## src/rtl/encoder_pkg.sv

```systemverilog
// Shared encoder definitions: step codes from the quadrature reader and the
// motion state encoding used by the position tracker.
package encoder_pkg;

  typedef enum logic [1:0] {
    DIR_IDLE = 2'b00,
    DIR_CCW  = 2'b01,
    DIR_CW   = 2'b10,
    DIR_ERR  = 2'b11
  } dir_code_e;

  typedef enum logic [1:0] {
    MOTION_IDLE = 2'b00,
    MOTION_CCW  = 2'b01,
    MOTION_CW   = 2'b10
  } motion_e;

  localparam int unsigned ERR_CNT_W = 8;

  // True for the two codes that represent a real shaft step.
  function automatic logic is_step(input dir_code_e code);
    return (code == DIR_CW) || (code == DIR_CCW);
  endfunction

endpackage

```

## src/rtl/velocity_window.sv

```systemverilog
// Fixed-length velocity window: counts net steps over WIN_CYCLES cycles with a
// symmetric saturating accumulator and publishes the result with a valid pulse.
module velocity_window
  import encoder_pkg::*;
#(
  parameter int WIN_CYCLES = 1000,
  parameter int VEL_W      = 12
) (
  input  logic                    clk,
  input  logic                    rst_n,
  input  logic                    clear,
  input  logic                    step_cw,
  input  logic                    step_ccw,
  output logic signed [VEL_W-1:0] vel,
  output logic                    vel_valid
);

  localparam int CNT_W = $clog2(WIN_CYCLES);
  localparam logic [CNT_W-1:0] CNT_LAST = CNT_W'(WIN_CYCLES - 1);
  localparam logic signed [VEL_W-1:0] ACC_MAX = {1'b0, {(VEL_W-1){1'b1}}};
  localparam logic signed [VEL_W-1:0] ACC_MIN = -ACC_MAX;
  localparam logic signed [VEL_W-1:0] ACC_ONE = VEL_W'(1);

  logic [CNT_W-1:0]        win_cnt;
  logic signed [VEL_W-1:0] acc;
  logic signed [VEL_W-1:0] acc_next;

  // NOTE: combinational blocks assign every output a default first so that no
  // path leaves a signal unassigned, which would infer a latch.
  always_comb begin
    acc_next = acc;
    if (step_cw && (acc != ACC_MAX)) begin
      acc_next = acc + ACC_ONE;
    end else if (step_ccw && (acc != ACC_MIN)) begin
      acc_next = acc - ACC_ONE;
    end
  end

  // NOTE: sequential state uses non-blocking assignments so every register
  // samples the pre-edge values of its peers, independent of statement order.
  always_ff @(posedge clk or negedge rst_n) begin
    if (!rst_n) begin
      win_cnt   <= '0;
      acc       <= '0;
      vel       <= '0;
      vel_valid <= 1'b0;
    end else begin
      vel_valid <= 1'b0;
      if (clear) begin
        win_cnt <= '0;
        acc     <= '0;
      end else if (win_cnt == CNT_LAST) begin
        // The final cycle's own step is folded into the published value.
        vel       <= acc_next;
        vel_valid <= 1'b1;
        acc       <= '0;
        win_cnt   <= '0;
      end else begin
        acc     <= acc_next;
        win_cnt <= win_cnt + 1'b1;
      end
    end
  end

endmodule

```

## src/rtl/encoder_position_tracker.sv

```systemverilog
// Integrates quadrature step codes into a wrapped position and revolution count,
// measures windowed velocity and classifies motion with a stall-timeout FSM.
module encoder_position_tracker
  import encoder_pkg::*;
#(
  parameter int POS_W        = 16,
  parameter int CPR          = 400,
  parameter int WIN_CYCLES   = 1000,
  parameter int VEL_W        = 12,
  parameter int STALL_CYCLES = 5000
) (
  input  logic                    clk,
  input  logic                    rst_n,
  input  logic [1:0]              dir,
  input  logic                    clear,
  output logic [POS_W-1:0]        pos,
  output logic [POS_W-1:0]        rev,
  output logic signed [VEL_W-1:0] vel,
  output logic                    vel_valid,
  output logic [1:0]              motion,
  output logic [ERR_CNT_W-1:0]    err_cnt
);

  localparam logic [POS_W-1:0] POS_LAST = POS_W'(CPR - 1);
  localparam int STALL_W = $clog2(STALL_CYCLES + 1);
  localparam logic [STALL_W-1:0] STALL_LAST = STALL_W'(STALL_CYCLES - 1);

  dir_code_e code;
  logic      step_cw;
  logic      step_ccw;
  logic      idle_cycle;

  motion_e            state_q, state_d;
  logic [STALL_W-1:0] stall_q, stall_d;

  // A clear discards any step in the same cycle; that cycle then counts as idle.
  assign code       = dir_code_e'(dir);
  assign step_cw    = !clear && (code == DIR_CW);
  assign step_ccw   = !clear && (code == DIR_CCW);
  assign idle_cycle = (code == DIR_IDLE) || (clear && is_step(code));

  always_ff @(posedge clk or negedge rst_n) begin
    if (!rst_n) begin
      pos <= '0;
      rev <= '0;
    end else if (clear) begin
      pos <= '0;
      rev <= '0;
    end else if (step_cw) begin
      if (pos == POS_LAST) begin
        pos <= '0;
        rev <= rev + 1'b1;
      end else begin
        pos <= pos + 1'b1;
      end
    end else if (step_ccw) begin
      if (pos == '0) begin
        pos <= POS_LAST;
        rev <= rev - 1'b1;
      end else begin
        pos <= pos - 1'b1;
      end
    end
  end

  always_ff @(posedge clk or negedge rst_n) begin
    if (!rst_n) begin
      err_cnt <= '0;
    end else if ((code == DIR_ERR) && (err_cnt != {ERR_CNT_W{1'b1}})) begin
      err_cnt <= err_cnt + 1'b1;
    end
  end

  always_ff @(posedge clk or negedge rst_n) begin
    if (!rst_n) begin
      state_q <= MOTION_IDLE;
      stall_q <= '0;
    end else begin
      state_q <= state_d;
      stall_q <= stall_d;
    end
  end

  // Invalid codes fall through every branch and leave state and stall count alone.
  always_comb begin
    state_d = state_q;
    stall_d = stall_q;
    if (step_cw) begin
      state_d = MOTION_CW;
      stall_d = '0;
    end else if (step_ccw) begin
      state_d = MOTION_CCW;
      stall_d = '0;
    end else if (idle_cycle && (state_q != MOTION_IDLE)) begin
      if (stall_q == STALL_LAST) begin
        state_d = MOTION_IDLE;
        stall_d = '0;
      end else begin
        stall_d = stall_q + 1'b1;
      end
    end
  end

  assign motion = state_q;

  velocity_window #(
    .WIN_CYCLES(WIN_CYCLES),
    .VEL_W     (VEL_W)
  ) u_velocity_window (
    .clk      (clk),
    .rst_n    (rst_n),
    .clear    (clear),
    .step_cw  (step_cw),
    .step_ccw (step_ccw),
    .vel      (vel),
    .vel_valid(vel_valid)
  );

endmodule

```

## config.mk

```make
export PLATFORM = sky130hd
export DESIGN_NAME = encoder_position_tracker
export DESIGN_NICKNAME = d
export VERILOG_FILES = /design/src/rtl/encoder_pkg.sv /design/src/rtl/velocity_window.sv /design/src/rtl/encoder_position_tracker.sv
export SDC_FILE = /design/constraint.sdc
export NUM_CORES = 1
export LEC_CHECK = 0
export BUFFER_PORTS_ARGS = -buffer_cell sky130_fd_sc_hd__buf_2
export CAP_MARGIN = 10
export CORE_MARGIN = 8
export CORE_UTILIZATION = 60
export DETAILED_ROUTE_END_ITERATION = 8
export HOLD_SLACK_MARGIN = 0.05
export PLACE_DENSITY = 0.92
export SYNTH_ARGS = -nofsm -noshare
export SYNTH_HDL_FRONTEND = slang
export SYNTH_SLANG_ARGS = --single-unit
```

## constraint.sdc

```tcl
create_clock -name clk -period 3.9 [get_ports clk]
set_input_delay 0.78 -clock clk [delete_from_list [all_inputs] [get_ports clk]]
set_output_delay 0.78 -clock clk [all_outputs]
set_load 0.005 [all_outputs]
```

==> results of run 1 <==
area by class of cell:
cell class	instances	area, um2
Multi-Input combinational cell	504	3179
Tap cell	111	138.9
Fill cell	710	2885
Timing Repair Buffer	70	397.9
Inverter	21	78.83
Clock buffer	10	137.6
Sequential cell	90	2252
Clock inverter	6	82.58
worst max-delay path: cells and delay by family:
kind / cells / cell delay, ns
buf+inv: 5 / 1.08
compound gates: 4 / 0.68
fa+ha+maj: 2 / 0.58
simple gates: 3 / 0.54
worst max path at each step:
stage            from       to  cells after the start
2_1_floorplan  dir[0]  rev[14]                     12
3_3_place_gp   dir[0]  rev[14]                     13
3_5_place_dp   dir[0]  rev[14]                     13
4_1_cts        dir[0]  rev[14]                     13
5_1_grt        dir[0]  rev[14]                     13
6_report       dir[0]  rev[15]                     14
state kept, by name (all words and copies together) (netlist names):
register / flops
stall_q: 13
u_velocity_window.vel: 12
motion: 2
u_velocity_window.win_cnt: 10
u_velocity_window.acc: 12
pos: 16
rev: 16
err_cnt: 8
u_velocity_window.vel_valid: 1
routing by layer:
metal | GRT usage [%] | vias up | wire [um]
li1 | - | 2423 | -
met1 | 29.52 | 2515 | 6073
met5 | 0 | - | 0
met3 | 4.992 | 46 | 1214
met2 | 37.47 | 249 | 6953
met4 | 9.442 | 0 | 336
cells in the mapped netlist (all sizes together) (3+ instances only):
library cell	instances	share of area, %
o221ai	3	0.47
inv	20	1.3
nor2	56	3.8
a21oi	31	2.8
nor4	10	1.1
dfrtp	90	40
a221o	4	0.78
nand2b	5	0.56
or4	4	0.60
a22oi	3	0.40
xor2	21	3.3
and2	6	0.67
a211oi	4	0.54
o211ai	3	0.40
buf	7	0.74
o21a	3	0.54
nand2	85	5.7
and3	12	1.4
o31ai	11	1.5
a21o	7	0.96
a22o	3	0.47
a31oi	5	0.56
nand3	27	2.4
o22ai	6	0.67
nand4b	3	0.47
or2	3	0.33
or3	14	1.8
nor2b	3	0.33
o21ai	57	5.1
xnor2	25	3.9
nand4	7	0.78
clkbuf	15	1.0
ha	30	6.7
a32o	6	1.1
and4	4	0.62
nor3	17	1.5
cell families (layout without fill, tap and decap cells):
kind of cell,count (synthesis),after routing
XOR/XNOR,46,46
AND/OR/NAND/NOR,264,264
AO/OA/AOI/OAI,160,160
multiplexers,3,3
flip-flops,90,90
adder cells (fa/ha/maj),31,31
buffers and inverters,43,107
report_power, final:
part / total, mW / internal (mW) / switching, mW
clock: 0.709 / 0.329 / 0.380
combinational: 1.52 / 0.671 / 0.853
sequential: 1.30 / 1.08 / 0.217
cells in the final DEF (no fill, tap or decap), types with 6 or more instances in the layout:
| cell type | count |
|---|---|
| a32o_1 | 6 |
| xnor2_1 | 25 |
| buf_2 | 58 |
| buf_4 | 10 |
| inv_1 | 20 |
| o31ai_1 | 11 |
| xor2_1 | 21 |
| dfrtp_1 | 90 |
| and2_1 | 6 |
| and3_1 | 11 |
| nand2_1 | 85 |
| nand3_1 | 27 |
| nor2_1 | 55 |
| a21oi_1 | 31 |
| o22ai_1 | 6 |
| a21o_1 | 6 |
| nand4_1 | 7 |
| o21ai_0 | 53 |
| or3_1 | 11 |
| ha_1 | 30 |
| nor4_1 | 10 |
| clkbuf_8 | 10 |
| nor3_1 | 17 |
metrics by stage:
step | utilization (%) | std cells | setup slack, ns | hold slack (ns)
finish | 68.48 | 812 | 0.5413 | 0.2644
detailed placement | 65.71 | 794 | 0.2293 | 0.4676
global route | 68.48 | 812 | 0.2874 | 0.2703
floorplan | - | 637 | 0.4267 | 0.4479
CTS | 68.12 | 810 | 0.5729 | 0.4896
global placement | 65.71 | 794 | 0.3490 | 0.4561
==> flow_metrics.py, run 1 <==
metrics = {
    "outcome": {
        "status": "finished clean",
    },
    "timing": {
        "skew_ns": 0.01425,
        "fmax_mhz": 297.7,
        "hold_violations": 0,
        "min_period_over_period_pct": 86.12,
        "worstMarginPinSlew_ns": 0.8617,
        "maxSlewViolCount": 0,
        "tns_ns": 0,
        "timing.final.crit_period_ns": 3.359,
        "relSlewSlack_pct": 41.80,
        "rsz0062_at_grt": "no",
        "final-setup-viol-count": 0,
    },
    "global_route": {
        "grt_pass1_wl_mm": 24.23,
        "grt_max_degree": 91,
        "grt_pass1_vias": 5052,
        "overflow": 0,
        "track_usage_pct": 23.18,
        "antenna_found_initial": 0,
    },
    "route": {
        "antenna_left": 0,
        "drc_errors": 0,
        "first_iter_violations": 454,
        "wl_per_cell_um": 17.95,
        "drt-total-wl_mm": 14.58,
        "firstDrtPassIters": 5,
        "vias": 5233,
        "viasPerCell": 6.445,
    },
    "synthesis": {
        "synthesis.area_um2": 5608,
        "avgSynthCellArea_um2": 8.804,
        "synth_nets": 673,
        "synth_cell_types": 68,
        "synth-adder-area-share_pct": 7.050,
        "synth_seq_cells": 90,
        "synth_compound_area_share_pct": 18.43,
        "synth_cells": 637,
        "synth-simple-area-share_pct": 23.45,
        "synth_enable_flop_cells": 0,
        "synth_top_family_by_area": "simple AND/OR/NAND/NOR gates",
        "synth-seq-area-share_pct": 40.16,
        "synthXorXnorAreaFrac_pct": 7.184,
        "yosysWarnings": 0,
        "async_flop_share_pct": 100.0,
        "muxShareOfSynthArea_pct": 0.5801,
        "ys.flop_type": "dfrtp_1",
    },
    "critical_path": {
        "crit_type": "in2reg",
        "startpoint_type": "input pin",
        "cpPeakStageDelay_ns": 0.46,
        "required_ns": 4.21,
        "worstPathMaxFanout": 17,
        "crit_chain": "buf_2 > inv_1 > ha_1 > inv_1 > nor2_2 > clkinv_1 > buf_4 > ha_1 > a21oi_1 > o21ai_0 > a211oi_1 > nor3_1 > o21ai_0 > nand3_1",
        "end_kind": "flip-flop",
        "arrival_ns": 3.67,
        "crit_path_top_delay_cell": "clkinv_1",
        "timing.rr.start": "pos[0]",
        "reg2regPathDepth": 8,
        "worst-r2r-setup-slack_ns": 1.13,
        "r2r_end": "pos[14]",
    },
    "clock_tree": {
        "cts_buffers": 9,
        "cts_tree": "built",
        "cts_root_buf": "clkbuf_8",
        "path_clk_slew_ns": 0.11,
        "clockBufferDepth": 2,
        "cts_hold_buffers": 0,
        "insertion_delay_ns": 0.37,
        "cts_htree_levels": 3,
        "cts_setup_buffers": 0,
        "cts_resized": 0,
        "cts_sinks": 90,
    },
    "die": {
        "rows": 35,
        "dieHeight_um": 112.7,
        "coreArea_um2": 9153,
        "die_w_um": 112.7,
        "num_io_pins": 60,
        "initial_core_util_pct": 61.27,
        "die_area_um2": 12700,
    },
    "placement": {
        "routabilityCongestion": 0.9708,
        "hpwl_mm": 10.18,
        "io_buffer_count": 59,
        "placed_area_um2": 6015,
    },
    "final_layout": {
        "diodes": 0,
        "fin_area_um2": 6267,
        "nets": 732,
        "drive_gt1_share_pct": 14.98,
        "synthToLayoutAreaGrowth_pct": 11.76,
    },
    "power": {
        "max-vdd-ir-drop_mv": 0.2702,
        "leakage_nw": 2.903,
        "powerDensity_nw_per_um2": 563.5,
        "power_mw": 3.532,
    },
    "hold_path": {
        "hp-class": "in2async",
    },
    "job": {
        "drv_cap": 0,
    },
}
Power figures use the tool's default switching activity.
==> run 2, diff against run 1 <==
Settings changed: CORE_ASPECT_RATIO set to 1.5, CORE_UTILIZATION 60 to 30, PLACE_DENSITY 0.92 to 0.57.
Clock period 3.9 ns to 3.95 ns, I/O delays scaled along.
==> flow_metrics.py, run 2 (synthesis results as in run 1) <==
metrics = {
    "power": {
        "max-vdd-ir-drop_mv": 0.2006,
        "leakage_nw": 2.959,
        "power_mw": 3.726,
        "powerDensity_nw_per_um2": 568.4,
    },
    "die": {
        "dieHeight_um": 183.5,
        "initial_core_util_pct": 30.36,
        "die_w_um": 127.6,
        "die_area_um2": 23410,
        "num_io_pins": 60,
        "rows": 61,
        "coreArea_um2": 18470,
    },
    "timing": {
        "tns_ns": 0,
        "hold_ws_ns": 0.4735,
        "timing.final.crit_period_ns": 3.225,
        "fmax_mhz": 310.1,
        "maxSlewViolCount": 0,
        "worstMarginPinSlew_ns": 0.8813,
        "hold_violations": 0,
        "skew_ns": 0.007097,
        "min_period_over_period_pct": 81.64,
        "rsz0062_at_grt": "no",
        "final-setup-viol-count": 0,
        "relSlewSlack_pct": 41.24,
    },
    "global_route": {
        "use_met1_pct": 14.51,
        "grt_max_degree": 66,
        "grt_pass1_vias": 5066,
        "overflow": 0,
        "grt_busiest_layer": "met2",
        "grt_pass1_wl_mm": 25.47,
        "antenna_found_initial": 0,
        "use_met3_pct": 2.758,
        "track_usage_pct": 13.55,
        "grt_util_met2_pct": 25.12,
    },
    "final_layout": {
        "nets": 734,
        "synthToLayoutAreaGrowth_pct": 16.91,
        "top_regs": "pos: 16 flops, rev: 16 flops, stall_q: 13 flops",
        "final_common_cell": "dfrtp_1",
        "fillers": 1984,
        "diodes": 0,
        "drive_gt1_share_pct": 15.22,
        "layout_common_cells": "90 x dfrtp_1, 85 x nand2_1, 58 x buf_2",
    },
    "placement": {
        "io_buffer_count": 59,
        "hpwl_mm": 11.03,
        "routabilityCongestion": 0.8666,
    },
    "clock_tree": {
        "cts_resized": 0,
        "insertion_delay_ns": 0.35,
        "cts_setup_buffers": 0,
        "cts_htree_levels": 3,
        "clockBufferDepth": 2,
        "cts_tree": "built",
        "cts_root_buf": "clkbuf_16",
        "path_clk_slew_ns": 0.07,
        "cts_buffers": 9,
        "cts_sinks": 90,
        "cts_hold_buffers": 0,
    },
    "hold_path": {
        "hp-class": "reg2reg",
        "hold_depth": 2,
        "hold_end": "u_velocity_window.vel[7]",
        "hold_start": "u_velocity_window.vel[7]",
    },
    "route": {
        "first_iter_violations": 252,
        "viasPerCell": 5.137,
        "drc_errors": 0,
        "firstDrtPassIters": 4,
        "vias": 4906,
        "antenna_left": 0,
        "drt-total-wl_mm": 15.03,
        "wl_per_cell_um": 15.74,
    },
    "critical_path": {
        "cpPeakStageDelay_ns": 0.47,
        "arrival_ns": 3.44,
        "crit_path_top_delay_cell": "a41oi_1",
        "timing.rr.start": "pos[0]",
        "crit_chain": "buf_2 > inv_1 > ha_1 > inv_1 > nor2_2 > clkinv_1 > buf_4 > a41oi_1 > buf_4 > nor3_1 > a21oi_1 > xor2_1 > o21ai_0",
        "startpoint_type": "input pin",
        "end_kind": "flip-flop",
        "crit_type": "in2reg",
        "worstPathMaxFanout": 14,
        "worst-r2r-setup-slack_ns": 1.33,
        "r2r_end": "pos[14]",
        "reg2regPathDepth": 8,
        "required_ns": 4.16,
    },
    "job": {
        "drv_cap": 0,
    },
    "outcome": {
        "status": "finished clean",
    },
}
## run 2: cell count changes in the layout (fill, tap and decap cells not counted), sizes merged
cell and change:
bufinv +1, inv -1, buf +3, clkbuf -1
## run 2: stage by stage
stage	cell area [um2]	instances	setup WS (ns)	utilization (%)
2_1_floorplan	5608	637	0.4667	-
3_3_place_gp	6221	939	0.3307	33.68
3_5_place_dp	6221	939	0.3443	33.68
4_1_cts	6556	955	0.7172	35.50
5_1_grt	6556	955	0.4340	35.50
6_report	6556	955	0.7254	35.50
## run 2: area by class of cell
type	instances	area, um2	share of cell area [%]
clock buffers	10	239.0	3.645
flip-flops and latches	90	2252	34.35
repair buffers	72	395.4	6.031
inverters	21	78.83	1.202
multi-input cells	504	3179	48.49
clock inverters	6	96.34	1.469
well taps	252	315.3	4.809
## run 2: critical path: cells and delay by family
| kind | cells | cell delay (ns) |
|---|---|---|
| XOR/XNOR | 1 | 0.21 |
| buffers and inverters | 6 | 1.27 |
| AND/OR/NAND/NOR | 2 | 0.18 |
| AO/OA/AOI/OAI | 3 | 0.80 |
| adder cells (fa/ha/maj) | 1 | 0.18 |
## run 2: layer usage
metal / part of all wire [%] / vias to the layer above
li1: - / 2428
met1: 41 / 2374
met2: 53 / 88
met3: 3.9 / 16
met4: 1.9 / 0
met5: 0 / -
## run 2: how the worst max path moves through the flow
stage            from  cells after the start                        to
6_report       dir[0]                     13  u_velocity_window.vel[4]
5_1_grt        dir[0]                     13  u_velocity_window.vel[4]
4_1_cts        dir[0]                     13  u_velocity_window.vel[4]
3_5_place_dp   dir[0]                     13  u_velocity_window.vel[4]
3_3_place_gp   dir[0]                     13                   rev[14]
2_1_floorplan  dir[0]                     12                   rev[14]
## run 2: report_power, final
| group | total [mW] | internal, mW | leakage, nW | switching [mW] |
|---|---|---|---|---|
| Sequential | 1.28 | 1.07 | 1.22 | 0.210 |
| Clock | 0.990 | 0.581 | 0.161 | 0.409 |
| Combinational | 1.46 | 0.658 | 1.58 | 0.799 |
| Total | 3.73 | 2.31 | 2.96 | 1.42 |
==> run 3, diff against run 2 <==
Clock period 3.95 ns to 3.35 ns, I/O delays scaled along.
==> flow_metrics.py, run 3 (synthesis results as in run 1) <==
metrics = {
    "outcome": {
        "status": "finished clean",
    },
    "timing": {
        "timing.final.crit_period_ns": 2.910,
        "fmax_mhz": 343.6,
        "rsz0062_at_grt": "no",
        "maxSlewViolCount": 0,
        "final-setup-viol-count": 0,
        "skew_ns": 0.009107,
        "worstMarginPinSlew_ns": 1.095,
        "relSlewSlack_pct": 26.42,
        "min_period_over_period_pct": 86.87,
        "tns_ns": 0,
        "hold_violations": 0,
    },
    "final_layout": {
        "top_regs": "pos: 16 flops, rev: 16 flops, stall_q: 13 flops",
        "final_common_cell": "dfrtp_1",
        "layout_common_cells": "90 x dfrtp_1, 85 x nand2_1, 58 x buf_2",
        "diodes": 0,
        "nets": 737,
        "fin_util_pct": 35.44,
        "synthToLayoutAreaGrowth_pct": 16.71,
        "fillers": 2001,
        "regArea_um2": 2252,
        "multiInputGateArea_um2": 3179,
        "fin_area_um2": 6545,
        "drive_gt1_share_pct": 15.72,
    },
    "critical_path": {
        "startpoint_type": "input pin",
        "crit_type": "in2reg",
        "worstPathMaxFanout": 9,
        "end_kind": "flip-flop",
        "crit_path_top_delay_cell": "o311ai_0",
        "crit_chain": "buf_2 > inv_1 > ha_1 > inv_1 > nor2_2 > clkinv_2 > buf_4 > ha_1 > a21oi_1 > nand2b_1 > o311ai_0 > o21ai_0 > xnor2_1 > o21ai_1",
        "cpPeakStageDelay_ns": 0.46,
        "required_ns": 3.59,
        "arrival_ns": 3.15,
    },
    "power": {
        "netSwitchingPower_mw": 1.643,
        "p_int_mw": 2.624,
        "power.share.switching_pct": 38.51,
        "max-vdd-ir-drop_mv": 0.2073,
        "power_frac_clock_pct": 24.5,
        "leakage_nw": 2.963,
        "seqPwrFrac_pct": 35.4,
        "p_comb_share_pct": 40.1,
        "powerDensity_nw_per_um2": 652.0,
    },
    "die": {
        "initial_core_util_pct": 30.36,
        "rows": 61,
        "die_area_um2": 23410,
        "num_io_pins": 60,
        "dieHeight_um": 183.5,
        "die_w_um": 127.6,
        "coreArea_um2": 18470,
    },
    "hold_path": {
        "hp-class": "in2async",
    },
    "placement": {
        "routabilityCongestion": 0.8844,
        "io_buffer_count": 59,
        "placed_area_um2": 6245,
        "hpwl_mm": 11.01,
    },
    "job": {
        "drv_cap": 0,
    },
    "global_route": {
        "antenna_found_initial": 1,
        "overflow": 0,
        "grt_pass1_vias": 4992,
        "track_usage_pct": 13.29,
        "grt_pass1_wl_mm": 25.15,
        "grt_max_degree": 77,
    },
    "route": {
        "vias": 4950,
        "first_iter_violations": 312,
        "wl_per_cell_um": 15.49,
        "drt-total-wl_mm": 14.84,
        "firstDrtPassIters": 4,
        "antenna_left": 0,
        "drc_errors": 0,
        "viasPerCell": 5.167,
    },
    "clock_tree": {
        "path_clk_slew_ns": 0.07,
        "cts_tree": "built",
        "cts_sinks": 90,
        "insertion_delay_ns": 0.35,
        "cts_root_buf": "clkbuf_16",
        "cts_hold_buffers": 0,
        "clockBufferDepth": 2,
        "cts_resized": 0,
        "cts_buffers": 9,
        "cts_htree_levels": 3,
        "cts_setup_buffers": 0,
    },
}
run 3: worst paths after layout:
check	start	slack [ns]	cells after the start	endpoint
max in group asynchronous	rst_n	2.14	2	u_velocity_window.vel[6]
setup reg to reg	pos[13]	0.76	6	pos[14]
hold / removal	rst_n	0.48	1	pos[9]
setup / recovery	dir[0]	0.44	14	rev[14]
min in group clk	u_velocity_window.vel[3]	0.48	2	u_velocity_window.vel[3]
hold reg to reg	u_velocity_window.vel[3]	0.48	2	u_velocity_window.vel[3]
run 3: worst max-delay path, delay by kind of cell:
| family | cells | cell delay [ns] |
|---|---|---|
| AOI/OAI and AO/OA | 4 | 0.95 |
| buffers and inverters | 5 | 0.64 |
| adders and majority gates | 2 | 0.53 |
| and+or+nand+nor | 2 | 0.19 |
| xor gates and xnor gates | 1 | 0.16 |
run 3: layer usage:
metal | share of wire [%] | vias up | track usage, % | wire length [um]
li1 | - | 2444 | - | -
met1 | 43 | 2412 | 15.03 | 6386
met2 | 51 | 73 | 23.50 | 7631
met3 | 3.4 | 19 | 2.642 | 507
met4 | 2.0 | 2 | 6.160 | 298
met5 | 0.088 | - | 0 | 13
run 3: power by group through the flow:
stage,Clock (mW),Sequential [mW],Combinational (mW)
global route,1.12,1.55,1.95
CTS,1.09,1.51,1.74
floorplan,0,1.45,1.27
global placement,0,1.53,1.72
finish,1.05,1.51,1.71
detailed placement,0,1.53,1.73
run 3: cell type report:
type / count / share of cell area, %
tap: 252 / 4.817
sequential: 90 / 34.41
clock inverter: 7 / 1.147
clock buffer: 9 / 3.441
inverter: 21 / 1.223
timing repair buffer: 75 / 6.385
multi-input combinational: 504 / 48.58
run 3: per-stage QoR:
step | power, mW | instances | setup slack, ns | hold WS, ns
after floorplan | 2.729 | 637 | 0.2657 | 0.3744
after global placement | 3.258 | 942 | 0.08096 | 0.4588
after detailed placement | 3.260 | 942 | 0.04812 | 0.4658
after CTS | 4.340 | 958 | 0.4316 | 0.4813
after global routing | 4.623 | 958 | 0.1157 | 0.5163
final | 4.267 | 958 | 0.4399 | 0.4761
